[src/rtl/usudp_pkg.sv]
// ============================================================================
// Module      : usudp_pkg
// Description : Shared types and constants for the UDP transmit arbiter.
// Revision    : 1.0 - initial release
// ============================================================================
`default_nettype none

package usudp_pkg;

  localparam int LEN_W = 11;
  localparam int N_SRC = 4;

  localparam logic [1:0] SRC_DISC = 2'd0;
  localparam logic [1:0] SRC_EP6  = 2'd1;
  localparam logic [1:0] SRC_EP4  = 2'd2;
  localparam logic [1:0] SRC_AUX  = 2'd3;

  typedef logic [LEN_W-1:0] len_t;

  typedef enum logic [1:0] {
    ST_IDLE = 2'd0,
    ST_REQ  = 2'd1,
    ST_XFER = 2'd2,
    ST_GAP  = 2'd3
  } state_t;

  // One-hot to index; an all-zero vector maps to 0.
  function automatic logic [1:0] oh2idx(input logic [N_SRC-1:0] oh);
    logic [1:0] idx;
    idx = 2'd0;
    for (int i = 0; i < N_SRC; i++) begin
      if (oh[i]) idx = 2'(i);
    end
    return idx;
  endfunction

endpackage

`default_nettype wire

[src/rtl/usudp_tx_arbiter_if.sv]
// ============================================================================
// Module      : usudp_tx_arbiter_if
// Description : Source-side and UDP-stack-side signals of the transmit arbiter.
// Revision    : 1.0 - initial release
// ============================================================================
`default_nettype none

interface usudp_tx_arbiter_if;
  import usudp_pkg::*;

  logic [N_SRC-1:0]       src_req;
  logic [N_SRC*LEN_W-1:0] src_length;
  logic [N_SRC*8-1:0]     src_data;
  logic [N_SRC-1:0]       src_enable;
  logic                   udp_tx_request;
  logic [LEN_W-1:0]       udp_tx_length;
  logic [7:0]             udp_tx_data;
  logic                   udp_tx_enable;
  logic [N_SRC-1:0]       grant;
  logic                   busy;

  modport master (
    input  src_req, src_length, src_data, udp_tx_enable,
    output src_enable, udp_tx_request, udp_tx_length, udp_tx_data, grant, busy
  );

  modport slave (
    output src_req, src_length, src_data, udp_tx_enable,
    input  src_enable, udp_tx_request, udp_tx_length, udp_tx_data, grant, busy
  );

endinterface

`default_nettype wire

[src/rtl/usudp_rr_pick3.sv]
// ============================================================================
// Module      : usudp_rr_pick3
// Description : Combinational round-robin picker over sources 1..3.
// Revision    : 1.0 - initial release
// ============================================================================
`default_nettype none

module usudp_rr_pick3 (
  input  wire logic [2:0] i_cand,   // bit k = source k+1
  input  wire logic [1:0] i_ptr,    // 1..3
  output logic      [2:0] o_pick,
  output logic            o_valid
);

  logic [1:0] w_base;

  assign w_base = (i_ptr == 2'd0) ? 2'd0 : i_ptr - 2'd1;

  always_comb begin
    int s;
    o_pick  = '0;
    o_valid = 1'b0;
    s       = 0;
    for (int k = 0; k < 3; k++) begin
      s = int'(w_base) + k;
      if (s >= 3) s = s - 3;
      if (!o_valid && i_cand[s]) begin
        o_pick[s] = 1'b1;
        o_valid   = 1'b1;
      end
    end
  end

endmodule

`default_nettype wire

[src/rtl/usudp_tx_arbiter.sv]
// ============================================================================
// Module      : usudp_tx_arbiter
// Description : Packet-level arbiter sharing one UDP transmit channel among
//               four sources; source 0 has priority, 1..3 are round-robin.
// Revision    : 1.0 - initial release
// ============================================================================
`default_nettype none

module usudp_tx_arbiter
  import usudp_pkg::*;
#(
  parameter int GAP_CYCLES = 4
) (
  input  wire logic          clk,
  input  wire logic          rst,
  usudp_tx_arbiter_if.master bus
);

  state_t           r_state, w_state_nxt;
  logic [N_SRC-1:0] r_grant, w_grant_nxt;
  len_t             r_len,   w_len_nxt;
  len_t             r_cnt,   w_cnt_nxt;
  logic [3:0]       r_gap,   w_gap_nxt;
  logic [1:0]       r_ptr,   w_ptr_nxt;

  logic [N_SRC-1:0] w_cand;
  logic [2:0]       w_rr_pick;
  logic             w_rr_vld;
  logic [N_SRC-1:0] w_pick_oh;
  logic             w_pick_vld;
  len_t             w_pick_len;
  logic [1:0]       w_gidx;

  always_comb begin
    w_cand = '0;
    for (int i = 0; i < N_SRC; i++) begin
      w_cand[i] = bus.src_req[i] && (bus.src_length[LEN_W*i +: LEN_W] != '0);
    end
  end

  usudp_rr_pick3 u_rr_pick3 (
    .i_cand  (w_cand[3:1]),
    .i_ptr   (r_ptr),
    .o_pick  (w_rr_pick),
    .o_valid (w_rr_vld)
  );

  assign w_pick_oh  = w_cand[SRC_DISC] ? 4'b0001 : {w_rr_pick, 1'b0};
  assign w_pick_vld = w_cand[SRC_DISC] | w_rr_vld;
  assign w_pick_len = bus.src_length[LEN_W*int'(oh2idx(w_pick_oh)) +: LEN_W];
  assign w_gidx     = oh2idx(r_grant);

  always_comb begin
    w_state_nxt = r_state;
    w_grant_nxt = r_grant;
    w_len_nxt   = r_len;
    w_cnt_nxt   = r_cnt;
    w_gap_nxt   = r_gap;
    w_ptr_nxt   = r_ptr;
    case (r_state)
      ST_IDLE: begin
        if (w_pick_vld) begin
          w_grant_nxt = w_pick_oh;
          w_len_nxt   = w_pick_len;
          w_state_nxt = ST_REQ;
        end
      end
      ST_REQ: begin
        // Acceptance wins over a withdrawal seen in the same cycle.
        if (bus.udp_tx_enable) begin
          w_cnt_nxt   = r_len - len_t'(1);
          w_state_nxt = ST_XFER;
        end else if (!bus.src_req[w_gidx]) begin
          w_grant_nxt = '0;
          w_state_nxt = ST_IDLE;
        end
      end
      ST_XFER: begin
        if (r_cnt == '0) begin
          w_grant_nxt = '0;
          w_gap_nxt   = 4'(GAP_CYCLES - 1);
          w_state_nxt = ST_GAP;
          if (w_gidx != SRC_DISC) begin
            w_ptr_nxt = (w_gidx == SRC_AUX) ? SRC_EP6 : w_gidx + 2'd1;
          end
        end else begin
          w_cnt_nxt = r_cnt - len_t'(1);
        end
      end
      ST_GAP: begin
        if (r_gap == 4'd0) w_state_nxt = ST_IDLE;
        else               w_gap_nxt   = r_gap - 4'd1;
      end
      default: w_state_nxt = ST_IDLE;
    endcase
  end

  always_ff @(posedge clk or posedge rst) begin
    if (rst) begin
      r_state <= ST_IDLE;
      r_grant <= '0;
      r_len   <= '0;
      r_cnt   <= '0;
      r_gap   <= '0;
      r_ptr   <= SRC_EP6;
    end else begin
      r_state <= w_state_nxt;
      r_grant <= w_grant_nxt;
      r_len   <= w_len_nxt;
      r_cnt   <= w_cnt_nxt;
      r_gap   <= w_gap_nxt;
      r_ptr   <= w_ptr_nxt;
    end
  end

  assign bus.udp_tx_request = (r_state == ST_REQ);
  assign bus.udp_tx_length  = r_len;
  assign bus.grant          = r_grant;
  assign bus.busy           = (r_state != ST_IDLE);
  assign bus.src_enable     = (r_state == ST_REQ && bus.udp_tx_enable) ? r_grant : '0;
  assign bus.udp_tx_data    = (r_grant != '0) ? bus.src_data[8*int'(w_gidx) +: 8] : 8'h00;

endmodule

`default_nettype wire

[src/flat_wrapper.sv]
// flat-port wrapper written by rule: the top's interface ports become plain ports
module usudp_tx_arbiter_flat import usudp_pkg::*;
#(
  parameter int GAP_CYCLES = 4
)
  (clk, rst, bus_src_req, bus_src_length, bus_src_data, bus_udp_tx_enable, bus_src_enable, bus_udp_tx_request, bus_udp_tx_length, bus_udp_tx_data, bus_grant, bus_busy);
  usudp_tx_arbiter_if bus_i ();
  input  wire logic clk;
  input  wire logic rst;
  input wire logic [$bits(bus_i.src_req)-1:0] bus_src_req;
  input wire logic [$bits(bus_i.src_length)-1:0] bus_src_length;
  input wire logic [$bits(bus_i.src_data)-1:0] bus_src_data;
  input wire logic [$bits(bus_i.udp_tx_enable)-1:0] bus_udp_tx_enable;
  output wire logic [$bits(bus_i.src_enable)-1:0] bus_src_enable;
  output wire logic [$bits(bus_i.udp_tx_request)-1:0] bus_udp_tx_request;
  output wire logic [$bits(bus_i.udp_tx_length)-1:0] bus_udp_tx_length;
  output wire logic [$bits(bus_i.udp_tx_data)-1:0] bus_udp_tx_data;
  output wire logic [$bits(bus_i.grant)-1:0] bus_grant;
  output wire logic [$bits(bus_i.busy)-1:0] bus_busy;
  assign bus_i.src_req = bus_src_req;
  assign bus_i.src_length = bus_src_length;
  assign bus_i.src_data = bus_src_data;
  assign bus_i.udp_tx_enable = bus_udp_tx_enable;
  assign bus_src_enable = bus_i.src_enable;
  assign bus_udp_tx_request = bus_i.udp_tx_request;
  assign bus_udp_tx_length = bus_i.udp_tx_length;
  assign bus_udp_tx_data = bus_i.udp_tx_data;
  assign bus_grant = bus_i.grant;
  assign bus_busy = bus_i.busy;
  usudp_tx_arbiter #(.GAP_CYCLES(GAP_CYCLES)) u_core (.clk(clk), .rst(rst), .bus(bus_i));
endmodule
[config.mk]
export PLATFORM = sky130hd
export DESIGN_NAME = usudp_tx_arbiter_flat
export DESIGN_NICKNAME = d
export VERILOG_FILES = /design/src/rtl/usudp_pkg.sv /design/src/rtl/usudp_tx_arbiter_if.sv /design/src/rtl/usudp_rr_pick3.sv /design/src/rtl/usudp_tx_arbiter.sv /design/src/flat_wrapper.sv
export SDC_FILE = /design/constraint.sdc
export NUM_CORES = 1
export LEC_CHECK = 0
export CORE_ASPECT_RATIO = 1.25
export CORE_MARGIN = 2
export CORE_UTILIZATION = 48
export DETAILED_ROUTE_END_ITERATION = 8
export GPL_ROUTABILITY_DRIVEN = 0
export PLACE_DENSITY = 0.86
export SYNTH_ARGS = -nofsm -noshare
export SYNTH_HDL_FRONTEND = slang
export SYNTH_SLANG_ARGS = --single-unit
export TNS_END_PERCENT = 30
[constraint.sdc]
create_clock -name clk -period 6 [get_ports clk]
set_clock_uncertainty 0.2 [all_clocks]
set_input_delay 1.8 -clock clk [delete_from_list [all_inputs] [get_ports clk]]
set_output_delay 1.8 -clock clk [all_outputs]
set_load 0.01 [all_outputs]
==> out/qor.txt <==
Status -> finished clean
Static leakage -> 1.609 nW
GR Overflow Total -> 0
Post-synthesis cell type count -> 57
Critical path fanouts, max -> 2
Least-Margin Pin Slew -> 0.9023 ns
Share of cells above drive strength 1 -> 4.577%
Post-synth ARST share -> 100.0%
Post-Layout Cell Count -> 503
CTS H-tree depth -> 2
Pint -> 0.0009000 W
Crit path largest cell delay -> 0.48 ns
Core box area -> 0.005702 mm²
CP Capture Type -> output port
Final setup vio count -> 0
Crit-path cells -> clkdlybuf4s50_1 > a221o_1 > a21oi_1 > nor2_1 > clkdlybuf4s50_1
1st-iter DRT viols -> 222
Post-cts gate resize count -> 0
Buffers on Ports -> 111
Max frequency -> 190.1 MHz
Critical path launch point type -> input pin
PwrDens -> 407.1 mW/mm²
Clk buf depth -> 2
Ports -> 112
FP Rows -> 31
Worst IR drop on VDD -> 0.3190 mV
Final Hold Fails -> 0
Slowest CP cell -> clkdlybuf4s50_1
Vias after detailed routing -> 3121
Net switching fraction of the power -> 45.13%
Die Ht -> 89.24 µm
Commonest non-fill, non-tap cell in the layout -> clkdlybuf4s50_1
Wire per inst -> 17.72 µm
Final net count -> 528
Period utilisation layout -> 87.66%
Min-Delay Path Class -> reg -> reg
Tmin final -> 5.260 ns
Overall Global Routing Usage -> 28.38%
Post-route ant nets -> 0
Syn Inst Count -> 329
Num CTS Buffers -> 5
Reg power frac -> 29.9%
Dpl ws -> 0.7439 ns
Count of pins over their slew limit -> 0
Post-Place Cells -> 495
Power share of the clock group -> 10.8%
Cts hold-fix bufs -> 0
Clk_lat worst skew -> 0.29 ns
Starting Density -> 48.94%
Largest net degree at the start of global routing -> 35
Combinational Power Share -> 59.2%
Synth Flop Type -> dfrtp_1
Max-Cap Viols -> 0
Register area share after synthesis -> 30.54%
Die X -> 72.20 µm
Count of flip-flops with a built-in enable after synthesis -> 0
DIE AREA -> 0.006443 mm²
DP HPWL -> 7032 µm
Mean post-synth cell area -> 8.481 µm²
Most frequent cells in the layout -> clkdlybuf4s50_1 (111), dfrtp_1 (33), nand2_1 (31)
Worst rel slew slack -> 38.29%
CP arrival -> 3.26 ns
Mapped Area -> 0.002790 mm²
RSZ-0062 raised after global routing -> false
Vias in the first global route -> 3097
Vias/cell -> 6.205
Layout area overhead -> 44.39%
Syn Nets -> 421
Hold Slack -> 0.3066 ns
Drt pass-1 iters -> 4
Setup TNS -> 0 ns
Worst setup margin -> 0.7404 ns
N_diodes -> 0
Post-CTS setup repair buffer count -> 0
CTS tree -> done
First-pass GRT wire length -> 14470 µm
# DRC -> 0
Root Buffer -> clkbuf_8
Total routed wirelength -> 8912 µm
Psw -> 0.0007403 W
Clk sinks -> 34
#FFs+latches synth -> 34
Initial antenna violation count -> 0
Synth warnings -> 0
Data required, critical path -> 4.00 ns
Clock Pin Slew Worst Setup and Hold Paths -> 0.07 ns
Crit Path Class -> in -> out
Most used cell, CP -> clkdlybuf4s50_1
sequential cells by signal, indices dropped and copies added (netlist names), named ones only:
register	flops
u_core.r_gap	4
u_core.r_cnt	11
u_core.bus.udp_tx_length	11
u_core.r_ptr	2
u_core.r_state	1
u_core.bus.grant	4
worst max-delay path, delay by kind of cell:
family | cells | cell delay [ns]
buf+inv | 2 | 0.91
simple gates | 1 | 0.06
compound gates | 2 | 0.49
path summary, 6_finish.rpt:
check / start / to / slack [ns] / cells after the start
worst min-delay path: u_core.r_gap[0] / u_core.r_gap[0] / 0.31 / 1
min in group asynchronous: rst / u_core.r_gap[0] / 1.69 / 3
worst max-delay path: bus_src_data[25] / bus_udp_tx_data[1] / 0.74 / 5
worst min register to register: u_core.r_gap[0] / u_core.r_gap[0] / 0.31 / 1
worst max register to register: u_core.bus.grant[1] / flip-flop / 3.10 / 6
max in group asynchronous: rst / u_core.r_ptr[0] / 3.56 / 3
cells in the mapped netlist (all sizes together) (2+ instances only):
cell type	number	share of area (%)
dfrtp	33	30
nand2	31	4.2
mux2i	29	10
a21oi	26	4.8
o21ai	22	3.9
nor2	21	2.9
nor3	19	3.4
inv	16	2.2
o221ai	12	3.8
clkbuf	10	1.3
nand2b	10	2.2
ha	9	4.0
a221o	8	2.9
o31ai	7	1.9
or4	6	1.7
nor4	5	1.3
xor2	5	1.6
a31oi	4	0.90
and3	4	0.90
buf	4	1.1
nand3	4	0.72
o22ai	4	1.1
or3	4	0.94
a222oi	3	1.1
a22oi	3	0.81
nor3b	3	0.81
o31a	3	0.94
xnor2	3	0.94
a2111oi	2	1.3
a211oi	2	0.54
o2111ai	2	0.63
power by group through the flow:
stage | Clock [W] | Combinational, W | Sequential (W)
2_1_floorplan | 0 | 0.000608 | 0.000455
3_3_place_gp | 0 | 0.000932 | 0.000488
3_5_place_dp | 0 | 0.000959 | 0.000494
4_1_cts | 0.000179 | 0.000970 | 0.000490
5_1_grt | 0.000188 | 0.00108 | 0.000509
6_report | 0.000178 | 0.000972 | 0.000491
cell type report:
| class | count | area (µm²) |
|---|---|---|
| clock buffer | 7 | 86.33 |
| clock inverter | 1 | 5.005 |
| fill | 475 | 1673 |
| inverter | 16 | 60.06 |
| multi-input combinational | 265 | 1809 |
| sequential | 34 | 852.1 |
| tap | 66 | 82.58 |
| timing repair buffer | 114 | 1134 |
routing by layer:
| layer | GRT usage, % | up-vias | routed length (µm) |
|---|---|---|---|
| met3 | 6.201 | 19 | 730 |
| met2 | 53.79 | 124 | 4666 |
| met5 | 0 | - | 0 |
| met1 | 31.30 | 1506 | 3304 |
| li1 | - | 1472 | - |
| met4 | 8.919 | 0 | 210 |
stage by stage:
stage / total power (W) / utilization (%) / instance area, µm²
floorplan: 0.001063 / - / 2790
global placement: 0.001420 / 69.06 / 3938
detailed placement: 0.001453 / 69.06 / 3938
CTS: 0.001639 / 70.66 / 4029
global route: 0.001777 / 70.66 / 4029
finish: 0.001640 / 70.66 / 4029
cell families after synthesis:
| logic type | synth area share (%) |
|---|---|
| compound gates | 27.35 |
| fa+ha+maj | 4.036 |
| xor+xnor | 2.511 |
| simple gates | 20.13 |
| mux | 10.81 |
| buf+inv | 4.618 |
| flops | 30.54 |
No activity file was read; power rests on OpenSTA's default activity.
